### config.mk
export PLATFORM = sky130hd
export DESIGN_NAME = mem_arbiter
export DESIGN_NICKNAME = d
export VERILOG_FILES = /design/src/rtl/mem_arbiter.sv
export SDC_FILE = /design/constraint.sdc
export NUM_CORES = 1
export LEC_CHECK = 0
export ABC_CLOCK_PERIOD_IN_PS = 1640
export CAP_MARGIN = 15
export CORE_MARGIN = 2
export CORE_UTILIZATION = 60
export DETAILED_ROUTE_END_ITERATION = 6
export DONT_BUFFER_PORTS = 1
export PLACE_DENSITY = 0.82
export SETUP_SLACK_MARGIN = 0.05
export SLEW_MARGIN = 20
export SYNTH_ARGS = -nofsm -noshare
export SYNTH_HDL_FRONTEND = slang
export SYNTH_SLANG_ARGS = --single-unit
export TNS_END_PERCENT = 50
### constraint.sdc
create_clock -name CLK -period 1.64 [get_ports CLK]
set_input_delay 0.328 -clock CLK [delete_from_list [all_inputs] [get_ports CLK]]
set_output_delay 0.328 -clock CLK [all_outputs]
set_load 0.02 [all_outputs]
### src/rtl/mem_arbiter.sv
// -----------------------------------------------------------------------------
// mem_arbiter
//
// Shares one RAM (MAR/MBR/WMFC/rnw/MFC interface) between two requesters:
// port 0 (control unit fetch/execute) and port 1 (DMA / program loader).
// Only one RAM access is in flight at a time. The enable is held until MFC.
// After that, read data and a one-cycle ack go back to the winning port.
//
// Contention between the ports is settled round-robin. Port 0 wins the first
// contention after reset. All outputs are registered.
//
// Ports:
//   CLK, RST_N        clock; synchronous active-low reset
//   reqN/rnwN/addrN/wdataN
//                     request of port N; held stable until ackN
//   ackN              one-cycle completion pulse for port N
//   rdata             read data, valid with ack, held until the next read
//   err               valid with ack: the transfer timed out
//   gnt               one-hot current owner (bit0 = port 0), 00 when idle
//   mem_addr/mem_wdata/mem_en/mem_rnw
//                     outputs to the RAM (MAR, data, WMFC, rnw)
//   mem_rdata/mem_mfc inputs from the RAM (MBR, function complete)
//
// Optional build macro:
//   ARB_TIMEOUT_EN    When defined, an access that sees no MFC for TO_CYCLES
//                     cycles is abandoned and acked with err = 1. When it is
//                     undefined, ACCESS waits for MFC indefinitely and err is
//                     tied to 0.
// -----------------------------------------------------------------------------
module mem_arbiter #(
    parameter int DW        = 8,
    parameter int AW        = 8,
    parameter int TO_CYCLES = 16
) (
    input  logic          CLK,
    input  logic          RST_N,
    input  logic          req0,
    input  logic          rnw0,
    input  logic [AW-1:0] addr0,
    input  logic [DW-1:0] wdata0,
    output logic          ack0,
    input  logic          req1,
    input  logic          rnw1,
    input  logic [AW-1:0] addr1,
    input  logic [DW-1:0] wdata1,
    output logic          ack1,
    output logic [DW-1:0] rdata,
    output logic          err,
    output logic [1:0]    gnt,
    output logic [AW-1:0] mem_addr,
    output logic [DW-1:0] mem_wdata,
    output logic          mem_en,
    output logic          mem_rnw,
    input  logic [DW-1:0] mem_rdata,
    input  logic          mem_mfc
);

    // The timeout counter must be able to reach at least one wait cycle.
    if (TO_CYCLES < 2) begin : g_bad_to_cycles
        $error("mem_arbiter: TO_CYCLES must be >= 2");
    end

    typedef enum logic [1:0] {
        IDLE   = 2'd0,
        ACCESS = 2'd1,
        RESP   = 2'd2
    } state_t;

    state_t        state_reg,     state_next;
    logic [1:0]    gnt_reg,       gnt_next;
    logic [1:0]    ack_reg,       ack_next;
    logic [DW-1:0] rdata_reg,     rdata_next;
    logic [AW-1:0] mem_addr_reg,  mem_addr_next;
    logic [DW-1:0] mem_wdata_reg, mem_wdata_next;
    logic          mem_en_reg,    mem_en_next;
    logic          mem_rnw_reg,   mem_rnw_next;
    // Index of the port granted most recently; a tie goes to the other port.
    logic          last_reg,      last_next;
    logic          pick;

`ifdef ARB_TIMEOUT_EN
    localparam int CW = $clog2(TO_CYCLES);
    logic [CW-1:0] to_cnt_reg, to_cnt_next;
    logic          err_reg,    err_next;
`endif

    // ------------------------------------------------------------------
    // Next-state and next-output logic
    // ------------------------------------------------------------------
    always_comb begin
        state_next     = state_reg;
        gnt_next       = gnt_reg;
        ack_next       = 2'b00;
        rdata_next     = rdata_reg;
        mem_addr_next  = mem_addr_reg;
        mem_wdata_next = mem_wdata_reg;
        mem_en_next    = mem_en_reg;
        mem_rnw_next   = mem_rnw_reg;
        last_next      = last_reg;
        // 1 selects port 1. With a single request the requester wins.
        // With both requests, the port not granted last time wins.
        pick           = (req0 && req1) ? ~last_reg : req1;
`ifdef ARB_TIMEOUT_EN
        to_cnt_next    = to_cnt_reg;
        err_next       = 1'b0;
`endif

        unique case (state_reg)
            IDLE: begin
                if (req0 || req1) begin
                    mem_addr_next  = pick ? addr1  : addr0;
                    mem_wdata_next = pick ? wdata1 : wdata0;
                    mem_rnw_next   = pick ? rnw1   : rnw0;
                    gnt_next       = pick ? 2'b10  : 2'b01;
                    mem_en_next    = 1'b1;
                    last_next      = pick;
                    state_next     = ACCESS;
`ifdef ARB_TIMEOUT_EN
                    to_cnt_next    = '0;
`endif
                end
            end

            ACCESS: begin
                if (mem_mfc) begin
                    // MFC takes priority over a timeout on the same edge.
                    mem_en_next = 1'b0;
                    if (mem_rnw_reg) begin
                        rdata_next = mem_rdata;
                    end
                    ack_next   = gnt_reg;
                    state_next = RESP;
                end
`ifdef ARB_TIMEOUT_EN
                else if (to_cnt_reg == CW'(TO_CYCLES - 1)) begin
                    // TO_CYCLES enable cycles have passed without MFC.
                    mem_en_next = 1'b0;
                    ack_next    = gnt_reg;
                    err_next    = 1'b1;
                    state_next  = RESP;
                end else begin
                    to_cnt_next = to_cnt_reg + CW'(1);
                end
`endif
            end

            RESP: begin
                gnt_next   = 2'b00;
                state_next = IDLE;
            end

            default: begin
                gnt_next    = 2'b00;
                mem_en_next = 1'b0;
                state_next  = IDLE;
            end
        endcase
    end

    // ------------------------------------------------------------------
    // State register
    // ------------------------------------------------------------------
    always_ff @(posedge CLK) begin
        if (!RST_N) begin
            state_reg     <= IDLE;
            gnt_reg       <= 2'b00;
            ack_reg       <= 2'b00;
            rdata_reg     <= '0;
            mem_addr_reg  <= '0;
            mem_wdata_reg <= '0;
            mem_en_reg    <= 1'b0;
            mem_rnw_reg   <= 1'b1;
            last_reg      <= 1'b1;
`ifdef ARB_TIMEOUT_EN
            to_cnt_reg    <= '0;
            err_reg       <= 1'b0;
`endif
        end else begin
            state_reg     <= state_next;
            gnt_reg       <= gnt_next;
            ack_reg       <= ack_next;
            rdata_reg     <= rdata_next;
            mem_addr_reg  <= mem_addr_next;
            mem_wdata_reg <= mem_wdata_next;
            mem_en_reg    <= mem_en_next;
            mem_rnw_reg   <= mem_rnw_next;
            last_reg      <= last_next;
`ifdef ARB_TIMEOUT_EN
            to_cnt_reg    <= to_cnt_next;
            err_reg       <= err_next;
`endif
        end
    end

    assign ack0      = ack_reg[0];
    assign ack1      = ack_reg[1];
    assign rdata     = rdata_reg;
    assign gnt       = gnt_reg;
    assign mem_addr  = mem_addr_reg;
    assign mem_wdata = mem_wdata_reg;
    assign mem_en    = mem_en_reg;
    assign mem_rnw   = mem_rnw_reg;
`ifdef ARB_TIMEOUT_EN
    assign err       = err_reg;
`else
    assign err       = 1'b0;
`endif

endmodule

== Word level (Yosys, flattened, before mapping) ==
Index checks and enable logic that the tools add are counted.
Word-level totals
  bits in registers: 33
  output and inout bits: 31
  input bits: 47
Cells by class
  mux-type cells: 13
  reduce and logical (&&, ||, !) cells: 9
  equality and inequality tests: 4
  bitwise operators: 3
Operators with widths (count)
  $mux W8: 2
  $reduce_and A3 Y1: 3
  $mux W2: 4
  $pmux W2 S2: 2
  $reduce_and A2 Y1: 3
  $mux W1: 4
  $ne A2 B2 Y1 const B: 2
  $not A1 Y1: 3
  $pmux W1 S3: 1
  $eq A2 B1 Y1 const B: 1
  $eq A2 B2 Y1 const B: 1
  $logic_not A2 Y1: 1
  $logic_and A1 B1 Y1: 1
  $logic_or A1 B1 Y1: 1

== Longest topological paths before layout ==
  word-level depth: 5
  depth in mapped cells: 6

== Worst setup path before layout ==
No wires, ideal clock.
  path type: reg-to-reg
  start: register state_reg[0]
  end: register mem_wdata_reg[4], in the netlist mem_wdata[4]
  setup time: 0.066 ns
  stages on the path, launching flop included: 7
  arrival: 1.313 ns
  period minus slack after synthesis: 1.378 ns
  setup slack: 0.262 ns
  cells stage by stage: dfxtp_1 > buf_2 > or3b_4 > a21oi_4 > buf_6 > a22oi_1 > a21boi_2
Between the ends
  longest elaborated chain between the ends: 2
Ends and longest elaborated chain
  from (decl): RTL line 69  | state_t state_reg, state_next;
  from (signal assigned): RTL line 179  | state_reg <= state_next;
  $logic_not A2 Y1: RTL line 108  | unique case (state_reg)
  $reduce_and A2 Y1 (no source line)
  to (signal assigned): RTL line 184  | mem_wdata_reg <= mem_wdata_next;
  to (decl): RTL line 74  | logic [DW-1:0] mem_wdata_reg, mem_wdata_next;
No other way between the ends.
A chain may end at the register's enable or synchronous reset.

== Final worst setup path ==
  start: register state_reg[0]
  end: register mem_wdata_reg[3], in the netlist mem_wdata[3]
Same word-level chain as after synthesis.

==> run metrics <==
LEAKAGE=0.0005528 uW; status=finished clean; Reg power frac=0.616; Initial Utilization=0.6328; CTS tree=yes; Synth Area in Adders=0; Post-route DRC=0; Relative slew margins=0.5430; initial antenna violation count=0; Combinational Power Share=0.139; CTS Buffer Depth=2; row cnt=17; syn_area_per_cell=approximately 9 um2; crit path max fanout=14; first-pass GRT wire length=4077 um; Post-DP HPWL=around 2000 um; Slew @ Worst Pin=0.6855 ns; NumNets Final=200; Hold Crit Depth=1; pre-CTS setup slack=0.08881 ns; internal power=1120 uW; mux contribution to synthesized area=0.01444; Finish-stage setup viols=0; CP Data Required Time=about 1.9 ns; post-route insts no fill=180; R2R Path Start=state_reg[0]; commonest non-fill, non-tap cells in the layout=36 x nand2_1, 33 x dfxtp_1, 14 x a21boi_0, 14 x a22oi_1, 7 x a21boi_1; GR Overflow Total=0; unrepaired setup endpoints after global routing=false; Pre-Repair DR Iteration Count=4; footprint of the multi-input gates=671.9 um2; H-tree levels=2; reg2reg path depth=5; DRT antenna net count=0; via/cell ratio=6.022; GPL Wtd Cong=0.8173; WHS Endpoint=mem_rnw; largest net degree at the start of global routing=30; R2R Path End=mem_wdata[3]; Final min period=1.488 ns; DIE WIDTH=52.07 um; Reg area=660.6 um2; I/O Buffers=0; io pins=78; complex-gate fraction of the synthesized area=0.2834; clock sink total=33; Simple-Gate Fraction of Synth Area=0.1841; Setup TNS Final=0 ns; Clock transition at path regs=~0.10 ns; min-delay src=RST_N; DIE HEIGHT=52.07 um; DR iter-0 viols=18; most common cell after layout, fill and taps aside=nand2_1; Synth Area in XOR/XNOR=0; antenna cells=0; R2R Setup Slk=0.15 ns; proportion of layout cells with a drive suffix above 1=0.1184; CP cell instances=or3b_4, a21oi_4, buf_12, a22oi_1, a21boi_0; Synth Cell Area=~1400 um2; CTS root buf=clkbuf_4; slowest stage cell, crit path=or3b_4; synthesized flop and latch total=33; fin util=0.6705; filler cell count=183; f_max=roughly 670 MHz; Worst path max stage delay=0.42 ns; Clk pwr share=0.245; endpoints failing hold=0; post-synth cell types=31; vias=1,084; Slew Limit Fails=0; largest family of logic cells by synthesized area=compound AO/OA/AOI/OAI gates; path type of the worst min-delay path=in -> reg; Syn Inst Count=150; final WL=~2700 um; vias in the first global route=approximately 1,000; Syn-to-layout area delta=5.957%; Critical Path Start Type=register; Seq/Total Area, Yosys=0.4765; Setup Crit Path Kind=reg -> reg; Total Routing Usage GR=0.2086; Period Utilization, post-route=0.9071; Peak VDD IR=784.0 uV; Ys Warns=0; clk_skew=0.01294 ns; Core Box Area=2191 um2; sw frac=0.2940; Max-cap violations=0; cts bufs inserted=5; Die Area=2711 um2; CP endpoint kind=register; detailed-route wire length per cell=15.10 um; final worst slack=around 0.15 ns; Hold WS=0.09603 ns; NetSw=466.6 uW; Post-Synthesis Net Count=197; placed insts=around 170; Skew-Pair Late Insertion Delay=0.32 ns; Data arrival, critical path=1.72 ns; Pwr Density=between 1000 and 1500 nW/um2
==> worst max-delay path: cells and delay by family (launching register included) <==
kind | cells | cell delay [ns]
AO/OA/AOI/OAI | 3 | 0.42
flip-flops | 1 | 0.40
buffers and inverters | 1 | 0.15
AND/OR/NAND/NOR | 1 | 0.42
==> Yosys cell counts <==
cell type | n | area share
nand2_1 | 36 | 0.097
dfxtp_1 | 33 | 0.48
a21boi_0 | 14 | 0.076
a22oi_1 | 14 | 0.076
a21boi_1 | 7 | 0.038
nor2_1 | 5 | 0.014
o21ai_0 | 5 | 0.018
clkbuf_1 | 4 | 0.011
a21boi_2 | 3 | 0.024
a21oi_1 | 3 | 0.011
and2_1 | 2 | 0.0090
buf_6 | 2 | 0.016
mux2i_1 | 2 | 0.014
nand2b_1 | 2 | 0.0090
or2b_1 | 2 | 0.011
a211oi_1 | 1 | 0.0054
a21oi_4 | 1 | 0.012
a2bb2oi_1 | 1 | 0.0063
and3_1 | 1 | 0.0045
buf_2 | 1 | 0.0036
buf_4 | 1 | 0.0054
conb_1 | 1 | 0.0027
inv_1 | 1 | 0.0027
nand4b_1 | 1 | 0.0063
nor2b_4 | 1 | 0.0099
nor3b_2 | 1 | 0.0090
o211ai_1 | 1 | 0.0054
o21a_1 | 1 | 0.0054
o21ai_2 | 1 | 0.0063
or3b_1 | 1 | 0.0063
or3b_4 | 1 | 0.0081
==> power groups by stage <==
stage	logic, uW	registers (uW)	clock network [uW]
final	220	978	389
after detailed placement	196	998	0
after global routing	245	987	442
after CTS	195	979	399
after global placement	183	996	0
after floorplan	184	983	0
==> logic make-up (layout without fill, tap and decap cells) <==
kind of cell,count (synthesis),in the layout
multiplexers,2,2
other,1,1
buffers and inverters,9,11
flip-flops,33,33
AND/OR/NAND/NOR,53,53
AO/OA/AOI/OAI,52,52
==> metrics by stage <==
stage                     total power (uW)  area (um2)
after floorplan                       1167        1386
after global placement                1180        1379
after detailed placement              1194        1379
after CTS                             1574        1421
after global routing                  1673        1469
final                                 1587        1469
==> timing repair <==
action,in CTS,in global routing
gates resized for setup,0,0
setup buffers,0,3
setup endpoints to repair,0,11
hold buffers,0,0
==> metal layers <==
layer	global-route usage	up-vias	routed length, um
met5	0	-	0
met4	0.06579	0	46
met3	0.1149	7	296
met2	0.3586	56	1383
met1	0.2138	495	992
li1	-	526	-
==> worst max-delay path by stage <==
| stage | from | to | slack [ns] | cells after the start |
|---|---|---|---|---|
| after floorplan | state_reg[0] | mem_wdata[4] | 0.26 | 6 |
| after global placement | state_reg[0] | mem_wdata[5] | 0.20 | 4 |
| after detailed placement | state_reg[1] | mem_wdata[3] | 0.09 | 4 |
| after CTS | state_reg[0] | mem_wdata[3] | 0.08 | 4 |
| after global routing | state_reg[0] | mem_wdata[2] | 0.08 | 5 |
| final | state_reg[0] | mem_wdata[3] | 0.15 | 5 |
==> area by class of cell <==
cell class / instances / area share
Tap cell: 28 / 0.02385
Clock buffer: 5 / 0.02555
Clock inverter: 1 / 0.003407
Inverter: 1 / 0.002555
Timing Repair Buffer: 4 / 0.03748
Multi-Input combinational cell: 108 / 0.4574
Sequential cell: 33 / 0.4497
Power figures use the tool's default switching activity.
